<file path="src/rtl/alu_pkg.sv">
// Shared constants for the ALU issue path: widths, ALU FUNC encodings and
// operand-select codes.
package alu_pkg;

  localparam int XLEN = 32;
  localparam int RA_W = 5;

  typedef enum logic [2:0] {
    FUNC_ADDSUB = 3'b000,
    FUNC_SLL    = 3'b001,
    FUNC_SLT    = 3'b010,
    FUNC_SLTU   = 3'b011,
    FUNC_XOR    = 3'b100,
    FUNC_SR     = 3'b101,
    FUNC_OR     = 3'b110,
    FUNC_AND    = 3'b111
  } alu_func_e;

  localparam logic ASEL_RS1 = 1'b0;
  localparam logic ASEL_PC  = 1'b1;
  localparam logic BSEL_RS2 = 1'b0;
  localparam logic BSEL_IMM = 1'b1;

endpackage

</file>
<file path="src/rtl/alu_fwd_mux.sv">
// Priority forward of one register operand: EX/MEM over MEM/WB over the
// fallback value. Register x0 is never forwarded.
module alu_fwd_mux #(
  parameter int XLEN = alu_pkg::XLEN,
  parameter int RA_W = alu_pkg::RA_W
) (
  input  logic [RA_W-1:0] r,
  input  logic [XLEN-1:0] raw,
  input  logic            exm_wr_en,
  input  logic [RA_W-1:0] exm_rd_addr,
  input  logic [XLEN-1:0] exm_rd_data,
  input  logic            wb_wr_en,
  input  logic [RA_W-1:0] wb_rd_addr,
  input  logic [XLEN-1:0] wb_rd_data,
  output logic [XLEN-1:0] data
);

  logic nz;

  always_comb begin
    nz   = (r != '0);
    data = raw;
    if (nz && exm_wr_en && (exm_rd_addr == r))
      data = exm_rd_data;
    else if (nz && wb_wr_en && (wb_rd_addr == r))
      data = wb_rd_data;
  end

endmodule

</file>
<file path="src/rtl/alu_issue_stage.sv">
// Issue register in front of the ALU: operand select, RAW forwarding with
// refresh while held, flush. Define ALU_ISSUE_SKID_EN for a registered in_ready with one skid entry.
module alu_issue_stage #(
  parameter int XLEN = alu_pkg::XLEN,
  parameter int RA_W = alu_pkg::RA_W
) (
  input  logic            clk,
  input  logic            rst_n,
  input  logic            flush,
  input  logic            in_valid,
  output logic            in_ready,
  input  logic [RA_W-1:0] in_rs1_addr,
  input  logic [RA_W-1:0] in_rs2_addr,
  input  logic [RA_W-1:0] in_rd_addr,
  input  logic [XLEN-1:0] in_rs1_data,
  input  logic [XLEN-1:0] in_rs2_data,
  input  logic [XLEN-1:0] in_pc,
  input  logic [XLEN-1:0] in_imm,
  input  logic            in_a_sel,
  input  logic            in_b_sel,
  input  logic [2:0]      in_func,
  input  logic            in_sub_sra,
  input  logic            exm_wr_en,
  input  logic [RA_W-1:0] exm_rd_addr,
  input  logic [XLEN-1:0] exm_rd_data,
  input  logic            wb_wr_en,
  input  logic [RA_W-1:0] wb_rd_addr,
  input  logic [XLEN-1:0] wb_rd_data,
  output logic            out_valid,
  input  logic            out_ready,
  output logic [XLEN-1:0] alu_a,
  output logic [XLEN-1:0] alu_b,
  output logic [2:0]      alu_func,
  output logic            alu_sub_sra,
  output logic [RA_W-1:0] out_rd_addr
);

  import alu_pkg::*;

  typedef struct packed {
    logic [XLEN-1:0] a;
    logic [XLEN-1:0] b;
    logic [RA_W-1:0] rs1;
    logic [RA_W-1:0] rs2;
    logic [RA_W-1:0] rd;
    logic            a_sel;
    logic            b_sel;
    logic [2:0]      func;
    logic            sub_sra;
  } entry_t;

  entry_t          cap_p0, ent_p1, ref_p1;
  logic            vld_p1;
  logic [XLEN-1:0] cap_rs1_fwd, cap_rs2_fwd, ref_a_fwd, ref_b_fwd;
  logic            take_in, take_out;

  // p0: capture-side operand select with forwarding
  alu_fwd_mux #(.XLEN(XLEN), .RA_W(RA_W)) u_cap_a (
    .r(in_rs1_addr), .raw(in_rs1_data),
    .exm_wr_en(exm_wr_en), .exm_rd_addr(exm_rd_addr), .exm_rd_data(exm_rd_data),
    .wb_wr_en(wb_wr_en), .wb_rd_addr(wb_rd_addr), .wb_rd_data(wb_rd_data),
    .data(cap_rs1_fwd));

  alu_fwd_mux #(.XLEN(XLEN), .RA_W(RA_W)) u_cap_b (
    .r(in_rs2_addr), .raw(in_rs2_data),
    .exm_wr_en(exm_wr_en), .exm_rd_addr(exm_rd_addr), .exm_rd_data(exm_rd_data),
    .wb_wr_en(wb_wr_en), .wb_rd_addr(wb_rd_addr), .wb_rd_data(wb_rd_data),
    .data(cap_rs2_fwd));

  always_comb begin
    cap_p0         = '0;
    cap_p0.a       = (in_a_sel == ASEL_PC)  ? in_pc  : cap_rs1_fwd;
    cap_p0.b       = (in_b_sel == BSEL_IMM) ? in_imm : cap_rs2_fwd;
    cap_p0.rs1     = in_rs1_addr;
    cap_p0.rs2     = in_rs2_addr;
    cap_p0.rd      = in_rd_addr;
    cap_p0.a_sel   = in_a_sel;
    cap_p0.b_sel   = in_b_sel;
    cap_p0.func    = in_func;
    cap_p0.sub_sra = in_sub_sra;
  end

  // p1: refresh of the held main entry; a miss feeds back the stored value
  alu_fwd_mux #(.XLEN(XLEN), .RA_W(RA_W)) u_ref_a (
    .r(ent_p1.rs1), .raw(ent_p1.a),
    .exm_wr_en(exm_wr_en), .exm_rd_addr(exm_rd_addr), .exm_rd_data(exm_rd_data),
    .wb_wr_en(wb_wr_en), .wb_rd_addr(wb_rd_addr), .wb_rd_data(wb_rd_data),
    .data(ref_a_fwd));

  alu_fwd_mux #(.XLEN(XLEN), .RA_W(RA_W)) u_ref_b (
    .r(ent_p1.rs2), .raw(ent_p1.b),
    .exm_wr_en(exm_wr_en), .exm_rd_addr(exm_rd_addr), .exm_rd_data(exm_rd_data),
    .wb_wr_en(wb_wr_en), .wb_rd_addr(wb_rd_addr), .wb_rd_data(wb_rd_data),
    .data(ref_b_fwd));

  always_comb begin
    ref_p1   = ent_p1;
    ref_p1.a = (ent_p1.a_sel == ASEL_PC)  ? ent_p1.a : ref_a_fwd;
    ref_p1.b = (ent_p1.b_sel == BSEL_IMM) ? ent_p1.b : ref_b_fwd;
  end

  assign take_in  = in_valid && in_ready;
  assign take_out = vld_p1 && out_ready;

`ifdef ALU_ISSUE_SKID_EN
  entry_t          skid_p1, skid_ref_p1;
  logic            vld_skid_p1;
  logic [XLEN-1:0] skid_a_fwd, skid_b_fwd;

  alu_fwd_mux #(.XLEN(XLEN), .RA_W(RA_W)) u_skid_a (
    .r(skid_p1.rs1), .raw(skid_p1.a),
    .exm_wr_en(exm_wr_en), .exm_rd_addr(exm_rd_addr), .exm_rd_data(exm_rd_data),
    .wb_wr_en(wb_wr_en), .wb_rd_addr(wb_rd_addr), .wb_rd_data(wb_rd_data),
    .data(skid_a_fwd));

  alu_fwd_mux #(.XLEN(XLEN), .RA_W(RA_W)) u_skid_b (
    .r(skid_p1.rs2), .raw(skid_p1.b),
    .exm_wr_en(exm_wr_en), .exm_rd_addr(exm_rd_addr), .exm_rd_data(exm_rd_data),
    .wb_wr_en(wb_wr_en), .wb_rd_addr(wb_rd_addr), .wb_rd_data(wb_rd_data),
    .data(skid_b_fwd));

  always_comb begin
    skid_ref_p1   = skid_p1;
    skid_ref_p1.a = (skid_p1.a_sel == ASEL_PC)  ? skid_p1.a : skid_a_fwd;
    skid_ref_p1.b = (skid_p1.b_sel == BSEL_IMM) ? skid_p1.b : skid_b_fwd;
  end

  // Skid occupancy is a flop, so in_ready carries no combinational path.
  assign in_ready = !vld_skid_p1;

  always_ff @(posedge clk or negedge rst_n) begin
    if (!rst_n) begin
      vld_p1      <= 1'b0;
      vld_skid_p1 <= 1'b0;
      ent_p1      <= '0;
      skid_p1     <= '0;
    end else if (flush) begin
      vld_p1      <= 1'b0;
      vld_skid_p1 <= 1'b0;
    end else if (take_out) begin
      if (vld_skid_p1) begin
        ent_p1      <= skid_ref_p1;
        vld_skid_p1 <= 1'b0;
      end else if (take_in) begin
        ent_p1 <= cap_p0;
      end else begin
        vld_p1 <= 1'b0;
      end
    end else if (vld_p1) begin
      ent_p1 <= ref_p1;
      if (vld_skid_p1) begin
        skid_p1 <= skid_ref_p1;
      end else if (take_in) begin
        skid_p1     <= cap_p0;
        vld_skid_p1 <= 1'b1;
      end
    end else if (take_in) begin
      ent_p1 <= cap_p0;
      vld_p1 <= 1'b1;
    end
  end
`else
  assign in_ready = !vld_p1 || out_ready;

  always_ff @(posedge clk or negedge rst_n) begin
    if (!rst_n) begin
      vld_p1 <= 1'b0;
      ent_p1 <= '0;
    end else if (flush) begin
      vld_p1 <= 1'b0;
    end else if (take_in) begin
      vld_p1 <= 1'b1;
      ent_p1 <= cap_p0;
    end else if (take_out) begin
      vld_p1 <= 1'b0;
    end else if (vld_p1) begin
      ent_p1 <= ref_p1;
    end
  end
`endif

  assign out_valid   = vld_p1;
  assign alu_a       = ent_p1.a;
  assign alu_b       = ent_p1.b;
  assign alu_func    = ent_p1.func;
  assign alu_sub_sra = ent_p1.sub_sra;
  assign out_rd_addr = ent_p1.rd;

endmodule

</file>
<file path="config.mk">
export PLATFORM = sky130hd
export DESIGN_NAME = alu_issue_stage
export DESIGN_NICKNAME = d
export VERILOG_FILES = /design/src/rtl/alu_pkg.sv /design/src/rtl/alu_fwd_mux.sv /design/src/rtl/alu_issue_stage.sv
export SDC_FILE = /design/constraint.sdc
export NUM_CORES = 1
export LEC_CHECK = 0
export CORE_MARGIN = 2
export CORE_UTILIZATION = 46
export CTS_CLUSTER_DIAMETER = 150
export DETAILED_ROUTE_END_ITERATION = 10
export GPL_TIMING_DRIVEN = 0
export HOLD_SLACK_MARGIN = 0.02
export PLACE_DENSITY = 0.81
export SLEW_MARGIN = 20
export SYNTH_ARGS = -nofsm -noshare
export SYNTH_HDL_FRONTEND = slang
export SYNTH_SLANG_ARGS = --single-unit
</file>
<file path="constraint.sdc">
create_clock -name clk -period 2.35 [get_ports clk]
set_input_delay 0.47 -clock clk [delete_from_list [all_inputs] [get_ports clk]]
set_output_delay 0.47 -clock clk [all_outputs]
set_load 0.1 [all_outputs]
</file>
==> results of run 1 <==
-- synthesized netlist by cell type (all sizes together), types with 3 or more instances --
cell type and n:
clkbuf 36, a31o 22, o31ai 10, nor4 4, o2bb2ai 22, a21oi 33, nand4 5, dfrtp 86
o22ai 33, a22o 10, or4 7, nand2 38, mux2 53, nor2b 3, a311o 10, and3 42
o21ai 32, o31a 23, nor2 71, xor2 13, nand3 32, a221oi 32, o221ai 32, mux2i 32
buf 127, xnor2 27, a31oi 23
-- layer usage --
metal  vias up  track usage [%]  routed length (um)
li1       3925                -                   -
met1      4174            43.47               12020
met2       633            55.58               15000
met3       116            7.220                3452
met4         2            18.11                1513
met5         -                0                  12
-- final cells by class --
cell class | instances | area, sq um
Fill cell | 1416 | 5137
Multi-Input combinational cell | 620 | 4855
Timing Repair Buffer | 320 | 3079
Sequential cell | 86 | 2157
Buffer | 163 | 1212
Tap cell | 225 | 281.5
Clock buffer | 10 | 239.0
Clock inverter | 6 | 91.34
Inverter | 1 | 3.754
-- repair_timing --
action                                 CTS  global route
setup endpoints to repair              159            80
gates resized for setup                131            46
hold buffers                             1             0
endpoints found under the hold margin    2             0
pin swaps                                7             9
gates cloned                             1             0
buffers inserted                        12             8
-- power by group through the flow --
stage	registers (mW)	clock network, mW	logic (mW)
2_1_floorplan	1.96	0	3.23
3_3_place_gp	1.99	0	4.45
3_5_place_dp	1.99	0	4.49
4_1_cts	1.97	1.65	4.35
5_1_grt	2.01	1.71	4.58
6_report	1.98	1.65	4.40
-- final timing paths --
path,end,slack (ns),depth (start not counted)
max,alu_sub_sra,0.05,1
min,ent_p1[12]$_DFFE_PN0P_,0.41,2
max reg2reg,alu_a[21]$_DFFE_PN0P_,0.07,9
min reg2reg,alu_a[12]$_DFFE_PN0P_,0.50,1
max in group asynchronous,alu_a[24]$_DFFE_PN0P_,1.16,3
min in group asynchronous,alu_b[25]$_DFFE_PN0P_,0.59,2
-- flip-flops by register name (all words and copies together), names as in the netlist --
signal       count
alu_func         3
alu_b           32
alu_a           32
ent_p1          12
out_valid        1
alu_sub_sra      1
out_rd_addr      5
-- logic make-up after synthesis --
family | synth area share, %
buffers and inverters | 13.76
XOR/XNOR | 4.412
AO/OA/AOI/OAI | 29.12
flip-flops | 27.10
AND/OR/NAND/NOR | 13.82
multiplexers | 11.79
-- metrics by stage --
step | power [mW] | util, % | std cells
6_report | 8.033 | 69.88 | 1431
5_1_grt | 8.300 | 69.88 | 1431
4_1_cts | 7.979 | 68.93 | 1425
3_5_place_dp | 6.482 | 66.25 | 1396
3_3_place_gp | 6.439 | 66.08 | 1395
2_1_floorplan | 5.183 | - | 872
==> qor.yml, run 1 <==
clock_network:
  htreeDepth: 3
  cts.path.max_buffers: 2
  cts-buffers-inserted: 9
  cts_tree: "built"
  root_buffer: "clkbuf_16"
  worstSkewPairLatency_ns: 0.36
  clkTransAtPathRegs_ns: 0.07
  cts_sinks: 86
floorplan:
  placementRows: 48
  io-pin-count: 305
  start_util_pct: 46.55
  core_area_sq_um: 17060
  die_w_um: 135.4
  die_h_um: 135.4
  die_area_sq_um: 18330
placement:
  dp_slack_ns: -0.8940
  gp_congestion: 0.9377
  dpl.hpwl_um: 23910
  portBuffers: 298
  place_area_sq_um: 11300
detailed_routing:
  num_vias: 8850
  drt_first_pass_iters: 5
  antenna_left: 0
  wl_per_cell_um: 22.36
  drc: 0
  routed_wl_um: 32000
  drt_iter0_drc: 749
  routed_via_density: 6.184
timing:
  fin_crit_ns: 2.304
  finalSetupViolCount: 0
  hold_viol: 0
  slew_headroom_pct: 30.69
  finalSetupTns_ns: 0
  fmax_mhz: 434.0
  grt_setup_unrepaired: "true"
  finalClockSkew_ns: 0.01058
  period_share_pct: 98.06
  setup_slack_ns: 0.04560
  slew_viol_final: 0
  holdWs_ns: 0.4063
  worst_pin_slew_ns: 1.044
logic_synthesis:
  synth_edf_count: 0
  synthesis.area_sq_um: 7940
  syn_nets: 1102
  ys_seq_area_share_pct: 27.10
  synth_area_leaders: "dfrtp_1, buf_4, mux2_2, o221ai_2, mux2i_1"
  synthFlopType: "dfrtp_1"
  synth_top_area_share_pct: 27.10
  yosys_warnings: 0
  synthCells: 872
  yosys.cell_types.count: 53
  synth_area_leader_cell: "dfrtp_1"
  synth.avg_cell_area_sq_um: 9.106
  ys_ff_latch: 86
  async_flop_share_pct: 100.0
pwr:
  powerDensity_nw_per_um2: 674.0
  swShare_pct: 47.29
  ir_worst_vdd_uv: 592.4
  leakage_nw: 4.885
  cell_internal_pwr_mw: 4.234
  power_frac_seq_pct: 24.6
  comb_power_share_pct: 54.8
  clkPwrFrac_pct: 20.6
  p_sw_mw: 3.799
global_routing:
  grt_pass1_wl_um: 48500
  grt_use_total_pct: 34.45
  antenna_found_initial: 1
  grt_max_degree: 51
  first_global_vias: 8889
  overflow: 0
finish:
  final_nets: 1431
  design_area_sq_um: 11920
  drive_above_1_share_pct: 26.53
  mostFrequentLayoutCells: "clkdlybuf4s50_1, buf_4, dlygate4sd2_1"
  final_common_cell: "clkdlybuf4s50_1"
  num_antenna_cells: 0
  area_growth_pct: 50.11
setup_path:
  critPathMaxStageDelay_ns: 1.13
  cp_max_fo: 2
  cp-startpoint: "alu_sub_sra$_DFFE_PN0P_"
  critPathBufInv: 1
  worstSetupPathType: "flip-flop to primary output"
  startpoint_type: "flip-flop"
  slowest_stage: "clkdlybuf4s50_1"
  r2r_start: "ent_p1[19]$_DFFE_PN0P_"
  worstPathRequired_ns: 1.88
  critPathCaptureType: "primary output"
  cp.arrival_ns: 1.83
  path_delay_family: "buffers and inverters"
  crit_chain: "clkdlybuf4s50_1"
hold_path:
  hold_path_startpoint: "in_rs2_addr[1]"
  holdCritPathClass: "primary input to flip-flop"
job:
  cap_violations: 0
run_status:
  status: "complete, no violations"
(Power assumes the default switching activity.)
==> inputs of run 2 (changes only) <==
- CAP_MARGIN: unset -> 20
==> results of run 2 <==
The final DEF is identical to that of run 1; final timing and power are the same.
